### src/rtl/uart_tx_arbiter.sv
// Round-robin arbiter that shares one UART transmit load port among NUM_REQ byte requesters.
// Each load opens a fixed frame window because the UART gives no busy indication.
module uart_tx_arbiter #(
  parameter int N            = 8,
  parameter int NUM_REQ      = 4,
  parameter int FRAME_CYCLES = 160,
  localparam int GW = $clog2(NUM_REQ),
  localparam int CW = (FRAME_CYCLES > 1) ? $clog2(FRAME_CYCLES) : 1
) (
  input  logic                 clk,
  input  logic                 rst,
  input  logic                 en,
  input  logic [NUM_REQ-1:0]   req,
  input  logic [NUM_REQ*N-1:0] req_data,
  output logic [NUM_REQ-1:0]   ack,
  output logic [N-1:0]         uart_data,
  output logic                 uart_up_data,
  output logic                 busy,
  output logic [GW-1:0]        last_grant
);

  // Handshake: a requester holds req high with stable req_data until it sees a
  // one-cycle ack; the byte is captured at that same edge, and the requester may
  // change data or drop req in the cycle after ack.

  typedef enum logic {IDLE = 1'b0, HOLD = 1'b1} state_t;

  state_t          state;
  logic [CW-1:0]   counter;
  logic [GW-1:0]   sel;
  logic            found;

  // First asserted request strictly after last_grant, wrapping around.
  always_comb begin
    logic [GW-1:0] idx;
    idx   = '0;
    sel   = '0;
    found = 1'b0;
    for (int k = 1; k <= NUM_REQ; k++) begin
      idx = GW'((int'(last_grant) + k) % NUM_REQ);
      if (!found && req[idx]) begin
        found = 1'b1;
        sel   = idx;
      end
    end
  end

  always_ff @(posedge clk or posedge rst) begin
    if (rst) begin
      state        <= IDLE;
      ack          <= '0;
      uart_data    <= '0;
      uart_up_data <= 1'b0;
      busy         <= 1'b0;
      counter      <= '0;
      last_grant   <= GW'(NUM_REQ - 1);
    end else begin
      ack          <= '0;
      uart_up_data <= 1'b0;
      case (state)
        IDLE: begin
          if (en && found) begin
            uart_data    <= req_data[int'(sel)*N +: N];
            ack[sel]     <= 1'b1;
            uart_up_data <= 1'b1;
            busy         <= 1'b1;
            last_grant   <= sel;
            counter      <= CW'(FRAME_CYCLES - 1);
            state        <= HOLD;
          end
        end
        HOLD: begin
          // uart_data stays put for the whole window; en and req are not looked at here.
          if (counter == '0) begin
            busy  <= 1'b0;
            state <= IDLE;
          end else begin
            counter <= counter - CW'(1);
          end
        end
        default: state <= IDLE;
      endcase
    end
  end

endmodule
### config.mk
export PLATFORM = sky130hd
export DESIGN_NAME = uart_tx_arbiter
export DESIGN_NICKNAME = d
export VERILOG_FILES = /design/src/rtl/uart_tx_arbiter.sv
export SDC_FILE = /design/constraint.sdc
export NUM_CORES = 1
export LEC_CHECK = 0
export CAP_MARGIN = 25
export CORE_AREA = 2 2 61 63
export DETAILED_ROUTE_END_ITERATION = 16
export DIE_AREA = 0 0 63 65
export HOLD_SLACK_MARGIN = 0.12
export PLACE_DENSITY = 0.74
export SYNTH_ARGS = -nofsm -noshare
export SYNTH_HDL_FRONTEND = slang
export SYNTH_SLANG_ARGS = --single-unit
### constraint.sdc
create_clock -name clk -period 2.3 [get_ports clk]
set_input_delay 0.23 -clock clk [delete_from_list [all_inputs] [get_ports clk]]
set_output_delay 0.23 -clock clk [all_outputs]
set_load 0.1 [all_outputs]
==> results.cfg <==
[final_layout]
layout-drive-gt1-share_pct = 19.34
antenna_cells = 0
mostFrequentLayoutCells = clkdlybuf4s50_1 (38), buf_4 (24), dfrtp_1 (23), nand2_1 (21), inv_1 (20)
layout_commonest_cell = clkdlybuf4s50_1
area_growth_pct = 42.56
nNetsFinal = 254
final_util_pct = 58.98

[floorplan]
core_area_mm2 = 0.003496
die_h_um = 65
rows = 22
ioPinCount = 55
die-area_mm2 = 0.004095
start_util_pct = 41.37
die_w_um = 63

[pwr]
p_total_mw = 2.389
p_leak_nw = 0.9414
power_density_mw_per_mm2 = 1158
vdd.ir_drop.worst_v = 0.0005758

[yosys]
synth-xor-area-share_pct = 1.211
yosys_warnings = 0
synth_area_mm2 = 0.001446
synth-seq-cells = 25
synth_top_family_by_area = compound AO/OA/AOI/OAI gates
yosysSeqAreaShare_pct = 43.43
synth_top_area_share_pct = 39.79
synth_enable_flop_cells = 0
synth_cell_types = 40
ys.flop_type = dfrtp_1
synthArstFlopShare_pct = 100.0
synthCells = 153
muxShareOfSynthArea_pct = 0.6920
synth_fa_ha_area_share_pct = 1.730
syn-num-nets = 194
syn_avg_cell_area_um2 = 9.454
yosys.area_share.simple_pct = 20.24
synth_compound_area_share_pct = 23.88
synth_area_leaders = dfrtp_1 (40%), o221ai_1 (7.3%), o211a_1 (5.5%)
yosys.area.top_type = dfrtp_1

[place]
portBuffers = 54
dp_slack_ns = 0.1714
place_congestion = 0.8427
dp_hpwl_um = 2807

[clock_tree]
cts.sinks = 25
cts_setup_buffers = 0
clk_pin_slew_ns = 0.13
h-tree-depth = 1
cts_tree = yes
cts_resized = 0
cts_max_path_buffers = 2
insertion_delay_ns = 0.31
cts_hold_buffers = 0
cts_root_buf = clkbuf_4
cts_made_buffers = 3

[setup_path]
worstPathArrival_ns = 2.09
worstSetupPathType = reg -> reg
critPathLaunchType = register
worst-r2r-cell-count = 7
r2r_setup_slack_ns = 0.42
cp_max_fo = 15
cp-endpoint = uart_data[7]
cp-end-kind = register
r2r_start = last_grant[0]
startpoint = last_grant[0]
rr_endpoint = uart_data[7]
cp_data_required_time_ns = 2.51

[timing]
hold_violations = 0
tns_ns = 0
worstMarginPinSlew_ns = 0.4590
maxClockFrequency_mhz = 532.3
hold_ws_ns = 0.2046
setup_viol = 0
slew-limit-headroom_pct = 69.37
rsz0062_at_grt = false
clock_skew_ns = 0.005907
fin_ws_ns = 0.4215
slew_violations = 0
fin_crit_sh_pct = 81.68
finalCriticalPeriod_ns = 1.879

[global_route]
antenna_found_initial = 0
grt_pass1_wl_um = 6451
grt_max_degree = 17
grt_pass1_vias = 1468
track_usage_pct = 19.20
gr-total-overflow = 0

[detailed_routing]
post-route-drc-count = 0
first_pass_iters = 4
detail-route-antenna-nets = 0
via_count = 1358
routed_via_density = 5.223
drt_iter0_markers = 64
wl_per_cell_um = 14.00
routed_wl_um = 3640

[status]
status = complete, no violations

[flow_run]
maxCapViolCount = 0

[worst_hold_path]
hp-class = in -> async
[where the power goes]
part	internal, mW	switching, mW	total, mW
sequential	0.608	0.156	0.764
clock	0.0649	0.123	0.188
combinational	0.408	1.03	1.44
[logic make-up (layout without fill, tap and decap cells)]
kind of cell	after synthesis	in the layout
AO/OA/AOI/OAI	38	38
XOR/XNOR	2	2
adder cells (fa/ha/maj)	2	2
buffers and inverters	29	88
flip-flops	25	25
multiplexers	1	1
AND/OR/NAND/NOR	56	56
[metal layers]
layer	track usage [%]	share of wire [%]	vias up
met5	0	0	-
met4	5.833	0.27	0
met3	5.903	7.7	2
met2	33.91	48	47
met1	22.31	44	647
li1	-	-	662
[worst max-delay path, stage by stage, from the launching register on]
cell and delay (ns):
dfstp_2 0.59, nand2b_1 0.14, a21boi_1 0.09, nor3_2 0.38, buf_6 0.23, buf_4 0.14
o221ai_2 0.09, o211a_1 0.12
[through the flow]
step                cells  instance area [um2]
finish                260                 2062
floorplan             153                 1446
detailed placement    256                 2034
global placement      255                 2023
global route          260                 2062
CTS                   260                 2062
[worst min-delay path by stage]
stage / from / endpoint / slack (ns) / cells after the start
global route: rst / ack[2] / 0.27 / 2
floorplan: rst / ack[0] / 0.26 / 1
CTS: rst / ack[2] / 0.21 / 2
detailed placement: busy / busy / 0.47 / 1
finish: rst / ack[2] / 0.20 / 2
global placement: busy / busy / 0.47 / 1
[cell type report]
class	instances	area (um2)
well taps	48	60.06
repair buffers	63	571.8
flip-flops and latches	25	628.1
multi-input cells	99	695.7
clock inverters	1	5.005
inverters	21	78.83
clock buffers	3	22.52
fillers	308	1434
[flip-flops by register name, indices dropped and copies added, names as in the netlist]
| signal | count |
|---|---|
| state | 1 |
| counter | 8 |
| ack | 4 |
| last_grant | 2 |
| uart_data | 8 |
| busy | 1 |
| uart_up_data | 1 |
[synth_stat cells (2+ instances only)]
cell / n
a21o_1: 2
a21oi_1: 3
and2_1: 2
buf_2: 3
buf_6: 2
clkbuf_1: 3
dfrtp_1: 23
dfstp_2: 2
ha_1: 2
inv_1: 20
nand2_1: 21
nand2b_1: 2
nand3_1: 6
nor2_1: 5
nor2b_1: 2
nor3_1: 5
nor3b_1: 2
o211a_1: 8
o21ai_0: 2
o221ai_1: 12
o221ai_2: 4
or2_1: 3
or2b_1: 2
Note: power is estimated with default switching activity, not from simulation.
